`config.mk`:
```
export PLATFORM = sky130hd
export DESIGN_NAME = bcd_updown_counter_n
export DESIGN_NICKNAME = d
export VERILOG_FILES = /design/src/rtl/bcd_pkg.sv /design/src/rtl/bcd_digit.sv /design/src/rtl/bcd_updown_counter_n.sv
export SDC_FILE = /design/constraint.sdc
export NUM_CORES = 1
export LEC_CHECK = 0
export CAP_MARGIN = 0
export CORE_MARGIN = 2
export CORE_UTILIZATION = 25
export DETAILED_ROUTE_END_ITERATION = 10
export SLEW_MARGIN = 0
export SYNTH_ARGS = -nofsm -noshare
export SYNTH_HDL_FRONTEND = slang
export SYNTH_SLANG_ARGS = --single-unit
export TNS_END_PERCENT = 100
```
`constraint.sdc`:
```
create_clock -name clock -period 1.9 [get_ports clock]
set_input_delay 0.38 -clock clock [delete_from_list [all_inputs] [get_ports clock]]
set_output_delay 0.38 -clock clock [all_outputs]
set_load 0.01 [all_outputs]
```
`src/rtl/bcd_pkg.sv`:
```
// Shared constants, BCD digit check and the decoded command set for the BCD counter.
// Combinational definitions only; no latency, no flow control.
package bcd_pkg;

    localparam logic [3:0] BCD_MAX  = 4'd9;
    localparam logic [3:0] BCD_ZERO = 4'd0;

    typedef enum logic [2:0] {
        CMD_HOLD,
        CMD_SET0,
        CMD_SET9,
        CMD_LOAD,
        CMD_UP,
        CMD_DOWN
    } cmd_t;

    function automatic logic is_bcd(input logic [3:0] nibble);
        return nibble <= BCD_MAX;
    endfunction

endpackage

```
`src/rtl/bcd_digit.sv`:
```
// One BCD decade: steps on UP/DOWN only when enabled from below, and exports ripple enables.
// Registered digit, combinational co/bo; no backpressure.
module bcd_digit
    import bcd_pkg::*;
(
    input  logic       clock,
    input  logic       reset_n,
    input  cmd_t       cmd_i,
    input  logic       ci_i,
    input  logic       bi_i,
    input  logic [3:0] ld_nib_i,
    output logic [3:0] digit_o,
    output logic       co_o,
    output logic       bo_o
);

    logic [3:0] digit_q, digit_d;

    always_comb begin
        digit_d = digit_q;
        case (cmd_i)
            CMD_SET0: digit_d = BCD_ZERO;
            CMD_SET9: digit_d = BCD_MAX;
            CMD_LOAD: digit_d = ld_nib_i;
            CMD_UP:   if (ci_i) digit_d = (digit_q == BCD_MAX)  ? BCD_ZERO : digit_q + 4'd1;
            CMD_DOWN: if (bi_i) digit_d = (digit_q == BCD_ZERO) ? BCD_MAX  : digit_q - 4'd1;
            default:  digit_d = digit_q;
        endcase
    end

    always_ff @(posedge clock or negedge reset_n) begin
        if (!reset_n) digit_q <= BCD_ZERO;
        else          digit_q <= digit_d;
    end

    // Enables ripple regardless of command so the top can see terminal counts.
    assign co_o    = (digit_q == BCD_MAX)  && ci_i;
    assign bo_o    = (digit_q == BCD_ZERO) && bi_i;
    assign digit_o = digit_q;

endmodule

```
`src/rtl/bcd_updown_counter_n.sv`:
```
// Multi-digit BCD up/down counter with validated load and wrap/saturate at terminal counts.
// Count updates on the commanding edge; cout/bout/load_err are one-cycle registered pulses.
module bcd_updown_counter_n
    import bcd_pkg::*;
#(
    parameter int DIGITS = 2,
    parameter bit WRAP   = 1'b1
) (
    input  logic                  clock,
    input  logic                  reset_n,
    input  logic                  up,
    input  logic                  down,
    input  logic                  set9,
    input  logic                  set0,
    input  logic                  load,
    input  logic [4*DIGITS-1:0]   load_value,
    output logic [4*DIGITS-1:0]   count,
    output logic                  cout,
    output logic                  bout,
    output logic                  load_err
);

    cmd_t              cmd_raw, cmd_eff;
    logic              load_ok;
    logic [DIGITS:0]   ci, bi;
    logic              at_max, at_min;
    logic              cout_q, cout_d, bout_q, bout_d, load_err_q, load_err_d;

    always_comb begin
        cmd_raw = CMD_HOLD;
        if      (set0)        cmd_raw = CMD_SET0;
        else if (set9)        cmd_raw = CMD_SET9;
        else if (load)        cmd_raw = CMD_LOAD;
        else if (up && down)  cmd_raw = CMD_HOLD;
        else if (up)          cmd_raw = CMD_UP;
        else if (down)        cmd_raw = CMD_DOWN;
    end

    always_comb begin
        load_ok = 1'b1;
        for (int k = 0; k < DIGITS; k++) begin
            if (!is_bcd(load_value[4*k +: 4])) load_ok = 1'b0;
        end
    end

    // A full carry/borrow out of the top decade means the count is at a terminal value.
    assign ci[0]  = 1'b1;
    assign bi[0]  = 1'b1;
    assign at_max = ci[DIGITS];
    assign at_min = bi[DIGITS];

    always_comb begin
        cmd_eff = cmd_raw;
        if (cmd_raw == CMD_LOAD && !load_ok)                  cmd_eff = CMD_HOLD;
        if (cmd_raw == CMD_UP   && at_max && (WRAP == 1'b0))  cmd_eff = CMD_HOLD;
        if (cmd_raw == CMD_DOWN && at_min && (WRAP == 1'b0))  cmd_eff = CMD_HOLD;
    end

    for (genvar k = 0; k < DIGITS; k++) begin : g_digit
        bcd_digit u_digit (
            .clock    (clock),
            .reset_n  (reset_n),
            .cmd_i    (cmd_eff),
            .ci_i     (ci[k]),
            .bi_i     (bi[k]),
            .ld_nib_i (load_value[4*k +: 4]),
            .digit_o  (count[4*k +: 4]),
            .co_o     (ci[k+1]),
            .bo_o     (bi[k+1])
        );
    end

    always_comb begin
        cout_d     = (cmd_raw == CMD_UP)   && at_max;
        bout_d     = (cmd_raw == CMD_DOWN) && at_min;
        load_err_d = (cmd_raw == CMD_LOAD) && !load_ok;
    end

    always_ff @(posedge clock or negedge reset_n) begin
        if (!reset_n) begin
            cout_q     <= 1'b0;
            bout_q     <= 1'b0;
            load_err_q <= 1'b0;
        end else begin
            cout_q     <= cout_d;
            bout_q     <= bout_d;
            load_err_q <= load_err_d;
        end
    end

    assign cout     = cout_q;
    assign bout     = bout_q;
    assign load_err = load_err_q;

endmodule

```
* Yosys cells after proc, flatten, opt, wreduce, memory -nomap -nowiden
Index checks and enable logic that the tools add are counted.
** Operators by class
- Multiplexer cells :: 17
- Reduce and logical (&&, ||, !) cells :: 11
- Order comparisons :: 2
- Equal/unequal tests :: 12
- $add $sub $neg :: 4
** Operators by type and width (count)
- case mux 4 bit (5 select lines) :: 2
- 2-to-1 mux 4 bit :: 6
- 2-to-1 mux 3 bit :: 7
- == test 3 bit, second input constant :: 4
- == test 3 x 2 -> 1 bit, second input constant :: 3
- adder 4 x 1 -> 4 bit, second input constant :: 2
- == test 4 bit, second input constant :: 2
- less-or-equal comparator 4 bit, second input constant :: 2
- zero test 4 bit :: 2
- subtractor 4 x 1 -> 4 bit, second input constant :: 2
- logical AND 1 bit :: 6
- nonzero test 5 bit :: 1
- inequality test 2 x 1 -> 1 bit, second input constant :: 2
- == test 3 x 1 -> 1 bit, second input constant :: 1
- AND reduction 3 bit :: 1
- 2-to-1 mux 1 bit :: 2
- zero test 1 bit :: 1
** Storage, ports and cells
- Output and inout bits :: 11
- Flip-flop bits (word level) :: 11
- Word-level logic and storage cells :: 51

* Depth between registers and ports, before layout
- Depth in word-level cells :: 12
- Mapped depth :: 8

* Hierarchy
From an unflattened synthesis, not the netlist that was laid out.
** Unflattened totals
- Cell total of the unflattened synthesis :: 132
- Area, all modules :: 1154.9 sq um
** Modules (own cells, without submodules)
- bcd_digit :: times used 2, area each 473.0 sq um, cells an instance 56, sequential area each 100.1 sq um
- bcd_updown_counter_n :: times used 1, area each 209.0 sq um, cells an instance 20, sequential area each 75.1 sq um

* Worst setup path after synthesis
No wires, ideal clock.
- Path type :: input port to flip-flop
- From :: input port up
- To :: register g_digit[1].u_digit.digit_q[3]
- Cell stages on the path :: 7
- Data arrival time :: 1.640 ns
- Setup time :: 0.125 ns
- Buffers on the path :: 0
- Slack :: 0.135 ns
- Data required time :: 1.775 ns
- Cells stage by stage :: inv_1 -> ha_1 -> nor3_2 -> nand3b_2 -> a31oi_1 -> a221o_1 -> mux2_4
** On the way
- Cells in the longest elaborated chain, start to end :: 11
- Elaborated cells between the ends (all ways) :: 19
- Classes of those cells :: eq/ne (8); mux (7); reduce/logical (4)
** RTL lines
- from (decl) :: line bcd_updown_counter_n.sv:11 : input logic up,
- 2-to-1 mux 3 bit or logical AND 1 bit (tied branches) :: line bcd_updown_counter_n.sv:35, bcd_updown_counter_n.sv:34
- 2-to-1 mux 3 bit * :: line bcd_updown_counter_n.sv:34 : else if (up && down) cmd_raw = CMD_HOLD;
- 2-to-1 mux 3 bit * :: line bcd_updown_counter_n.sv:33 : else if (load) cmd_raw = CMD_LOAD;
- 2-to-1 mux 3 bit * :: line bcd_updown_counter_n.sv:32 : else if (set9) cmd_raw = CMD_SET9;
- 2-to-1 mux 3 bit * :: line bcd_updown_counter_n.sv:31 : if (set0) cmd_raw = CMD_SET0;
- == test 3 x 2 -> 1 bit :: line bcd_updown_counter_n.sv:54 : if (cmd_raw == CMD_LOAD && !load_ok) cmd_eff = CMD_HOLD;
- logical AND 1 bit :: line bcd_updown_counter_n.sv:54
- 2-to-1 mux 3 bit * :: line bcd_updown_counter_n.sv:54
- == test 3 x 1 -> 1 bit, or another cell as far along :: line bcd_digit.sv:21 : case (cmd_i)
- nonzero test 5 bit (no source line) or inequality test 2 x 1 -> 1 bit (tied branches)
- AND reduction 3 bit (no source line)
- to (signal assigned) :: line bcd_digit.sv:33 : else digit_q <= digit_d;
- to (decl) :: line bcd_digit.sv:17 : logic [3:0] digit_q, digit_d;
Every way passes the cells marked *; elsewhere a longest branch is shown, timed or not.
A chain may end at the register's enable or synchronous reset.

* Final worst setup path
- From :: input port load
- To :: register g_digit[1].u_digit.digit_q[1]
** On the way
- Cells in the longest elaborated chain, start to end :: 9
- Elaborated cells between the ends (all ways) :: 16
- Classes of those cells :: eq/ne (8); mux (5); reduce/logical (3)
** RTL lines
- from (decl) :: line bcd_updown_counter_n.sv:15 : input logic load,
- 2-to-1 mux 3 bit * :: line bcd_updown_counter_n.sv:33
- 2-to-1 mux 3 bit * :: line bcd_updown_counter_n.sv:32
- 2-to-1 mux 3 bit * :: line bcd_updown_counter_n.sv:31
- == test 3 x 2 -> 1 bit :: line bcd_updown_counter_n.sv:54
- logical AND 1 bit :: line bcd_updown_counter_n.sv:54
- 2-to-1 mux 3 bit * :: line bcd_updown_counter_n.sv:54
- == test 3 x 1 -> 1 bit, or another cell as far along :: line bcd_digit.sv:21
- nonzero test 5 bit (no source line) or inequality test 2 x 1 -> 1 bit (tied branches)
- AND reduction 3 bit (no source line)
Marks and branches as above.

==> impl_results.md <==
* Initial DRC Count at 52
* Synth Register Bits at 11
* DP HPWL at 2230 um
* Synthesis Warnings at 0
* Die width at 65.9 um
* CTS sink count at 11
* First-pass GRT wire length at between 4000 and 5000 um
* Final worst path period share at 95.9%
* Finished Core Util at about two fifths
* Worst reg2reg path startpoint: g_digit[0].u_digit.digit_o[2]
* Vias in the first global route at 934
* Antenna Nets Post-Route at 0
* Die Area at 0.00434 sq mm
* RSZ-0062 raised after global routing: false
* Worst-path fanout max at 6
* Clock Path Buffers at 2
* Worst hold slack at 484 ps
* Crit path launch: load
* TritonCTS Buffers at 3
* # DRC at 0
* Peak supply drop at 0.000245 V
* Final Max Tran Viols at 0
* Ys flop type: dfrtp_1
* Via Count at 1028
* FMAX at approximately 550 MHz
* DRT Wirelength at 2740 um
* Worst slew pin tran at between 400 and 500 ps
* Number of synthesized flops with an enable pin at 0
* Synth area leaders: dfrtp_1 29%, nand2_1 5.5%, nor2_1 5.5%
* Leak at 0.000619 uW
* Overall Global Routing Usage at between 10 and 15%
* Critical path data arrival time at roughly 2000 ps
* Sequential-to-total area share from yosys stat at 28.8%
* Tmin final at 1820 ps
* Final Hold Vio Count at 0
* Hold/Removal Path Class: in -> async
* Final clock skew at around 3.2 ps
* Initial Util at 26.1%
* Antenna violations before repair at 0
* Hold-fix buffers, CTS at 0
* Status: finished, final reports clean
* CTS H-Tree Depth at 1
* Vias per cell at 4.90
* CTS tree: built
* RD Place Congestion at 0.893
* Buffers on Ports at 25
* Mean Syn Cell Area at about 8.4 sq um
* Worst-Skew Late Latency at 230 ps
* I/O pin cnt at 26
* Cell taking the most area after synthesis: dfrtp_1
* Core area at 0.00366 sq mm
* Headroom to the max-slew limit at 67.1%
* Register area at 275 sq um
* Post-synthesis cell count at 114
* Rows at 22
* Remaining Overflow, GRT at 0
* Share of layout cells above drive strength 1 at 23.5%
* Synth cell count leaders: 14 x nand2_1, 14 x nor2_1, 11 x dfrtp_1
* Setup CP Type: in -> reg
* Synth top area share at 28.8%
* Filler Cells Inserted at 368
* Element type at the critical path start: input port
* Syn Nets at 133
* Required @ worst endpoint at 2050 ps
* Antenna Cells at 0
* PwrDens at 509 mW/mm^2
* Area Overhead vs Synth at 53.9%
* Max Cap Viol at 0
* Clk slew on worst S/H paths at 50 ps
* Distinct cell type count after synthesis at 45
* Largest net degree at the start of global routing at 12
* Final #Nets at 182
* Clk root buf: clkbuf_8
* Critical Path End Type: register
* Drt first pass iters at 4
* Die Y at 65.9 um
* Footprint of the multi-input gates at about 650 sq um
* Post-Syn Area at 957 sq um
* Final setup vio count at 0
* Post-DR wirelength/cell at 13.1 um
* Post-synth ARST share at 100%
[cells by family (layout without fill, tap and decap cells)]
logic type	count (synthesis)	count (layout)	synth area share, %
muxes	7	7	8.10
buffers and inverters	10	58	5.88
adders and majority gates	4	4	5.23
DFF	11	11	28.8
xor gates and xnor gates	3	3	2.75
and+or+nand+nor	48	48	25.9
AOI/OAI and AO/OA	31	31	23.4
[through the flow]
stage                     total power, uW  setup TNS [ps]  worst slack, ps  std cells  cell area [sq um]
after global routing                  791               0             15.7        210               1470
after CTS                             753               0             78.9        210               1470
after floorplan                       397               0              135        114                957
final                                 750               0             78.1        210               1470
after global placement                517           -3290             -423        206               1410
after detailed placement              519           -3850             -446        206               1410
[final timing paths]
path | endpoint | slack (ps) | depth (start not counted)
setup / recovery | g_digit[1].u_digit.digit_o[1] | 80 | 7
hold / removal | g_digit[0].u_digit.digit_o[2] | 480 | 1
setup reg to reg | g_digit[0].u_digit.digit_o[3] | 130 | 4
hold reg to reg | g_digit[1].u_digit.digit_o[1] | 610 | 2
max in group asynchronous | bout | 1080 | 1
min in group clock | g_digit[1].u_digit.digit_o[1] | 610 | 2
[layer usage]
layer  GRT usage [%]  wire length (um)  share of wire, %  vias to the layer above
met4            3.65                31               1.1                        0
li1                -                 -                 -                      512
met5               0                 0                 0                        -
met3            1.53               130               4.7                        4
met2            21.5              1340                49                       28
met1            17.4              1240                45                      484
[flip-flops by register name (all words and copies together) (netlist names)]
| signal | cells |
|---|---|
| cout | 1 |
| bout | 1 |
| g_digit.u_digit.digit_o | 8 |
| load_err | 1 |
[report_power, final]
part / total [uW] / internal [uW] / leakage, uW / switching (uW)
clock network: 226 / 147 / 0.0000228 / 79.2
registers: 270 / 247 / 0.000147 / 22.9
logic: 254 / 138 / 0.000449 / 116
[layout make-up]
cell class | instances | area share (%)
Clock buffer | 4 | 3.06
Inverter | 5 | 1.27
Multi-Input combinational cell | 93 | 43.8
Sequential cell | 11 | 18.7
Tap cell | 48 | 4.08
Timing Repair Buffer | 49 | 29.1
[cell usage in the layout, fill, tap and decap left out, types with 2 or more instances in the layout]
master / n
a21oi_1: 8
buf_4: 24
clkbuf_8: 3
clkdlybuf4s50_1: 23
dfrtp_1: 11
dlygate4sd2_1: 2
ha_1: 3
inv_1: 4
mux2_2: 2
mux2i_1: 4
nand2_1: 14
nand2b_1: 2
nand3_1: 4
nor2_1: 14
nor2b_1: 2
o21ai_0: 3
o21ai_1: 3
o2bb2ai_1: 2
xnor2_1: 3
[critical path: stages]
cell and delay, ps:
clkdlybuf4s50_1 510, buf_4 190, a21oi_1 180, o41ai_2 130, a21boi_4 220, buf_4 160
mux2i_1 190
[timing repair]
action                                 in CTS  in global routing
endpoints found under the hold margin       0                  0
resized for setup                           7                  0
setup endpoints to repair                  10                  0
setup buffers                               0                  0
Note: power is estimated with default switching activity, not from simulation.
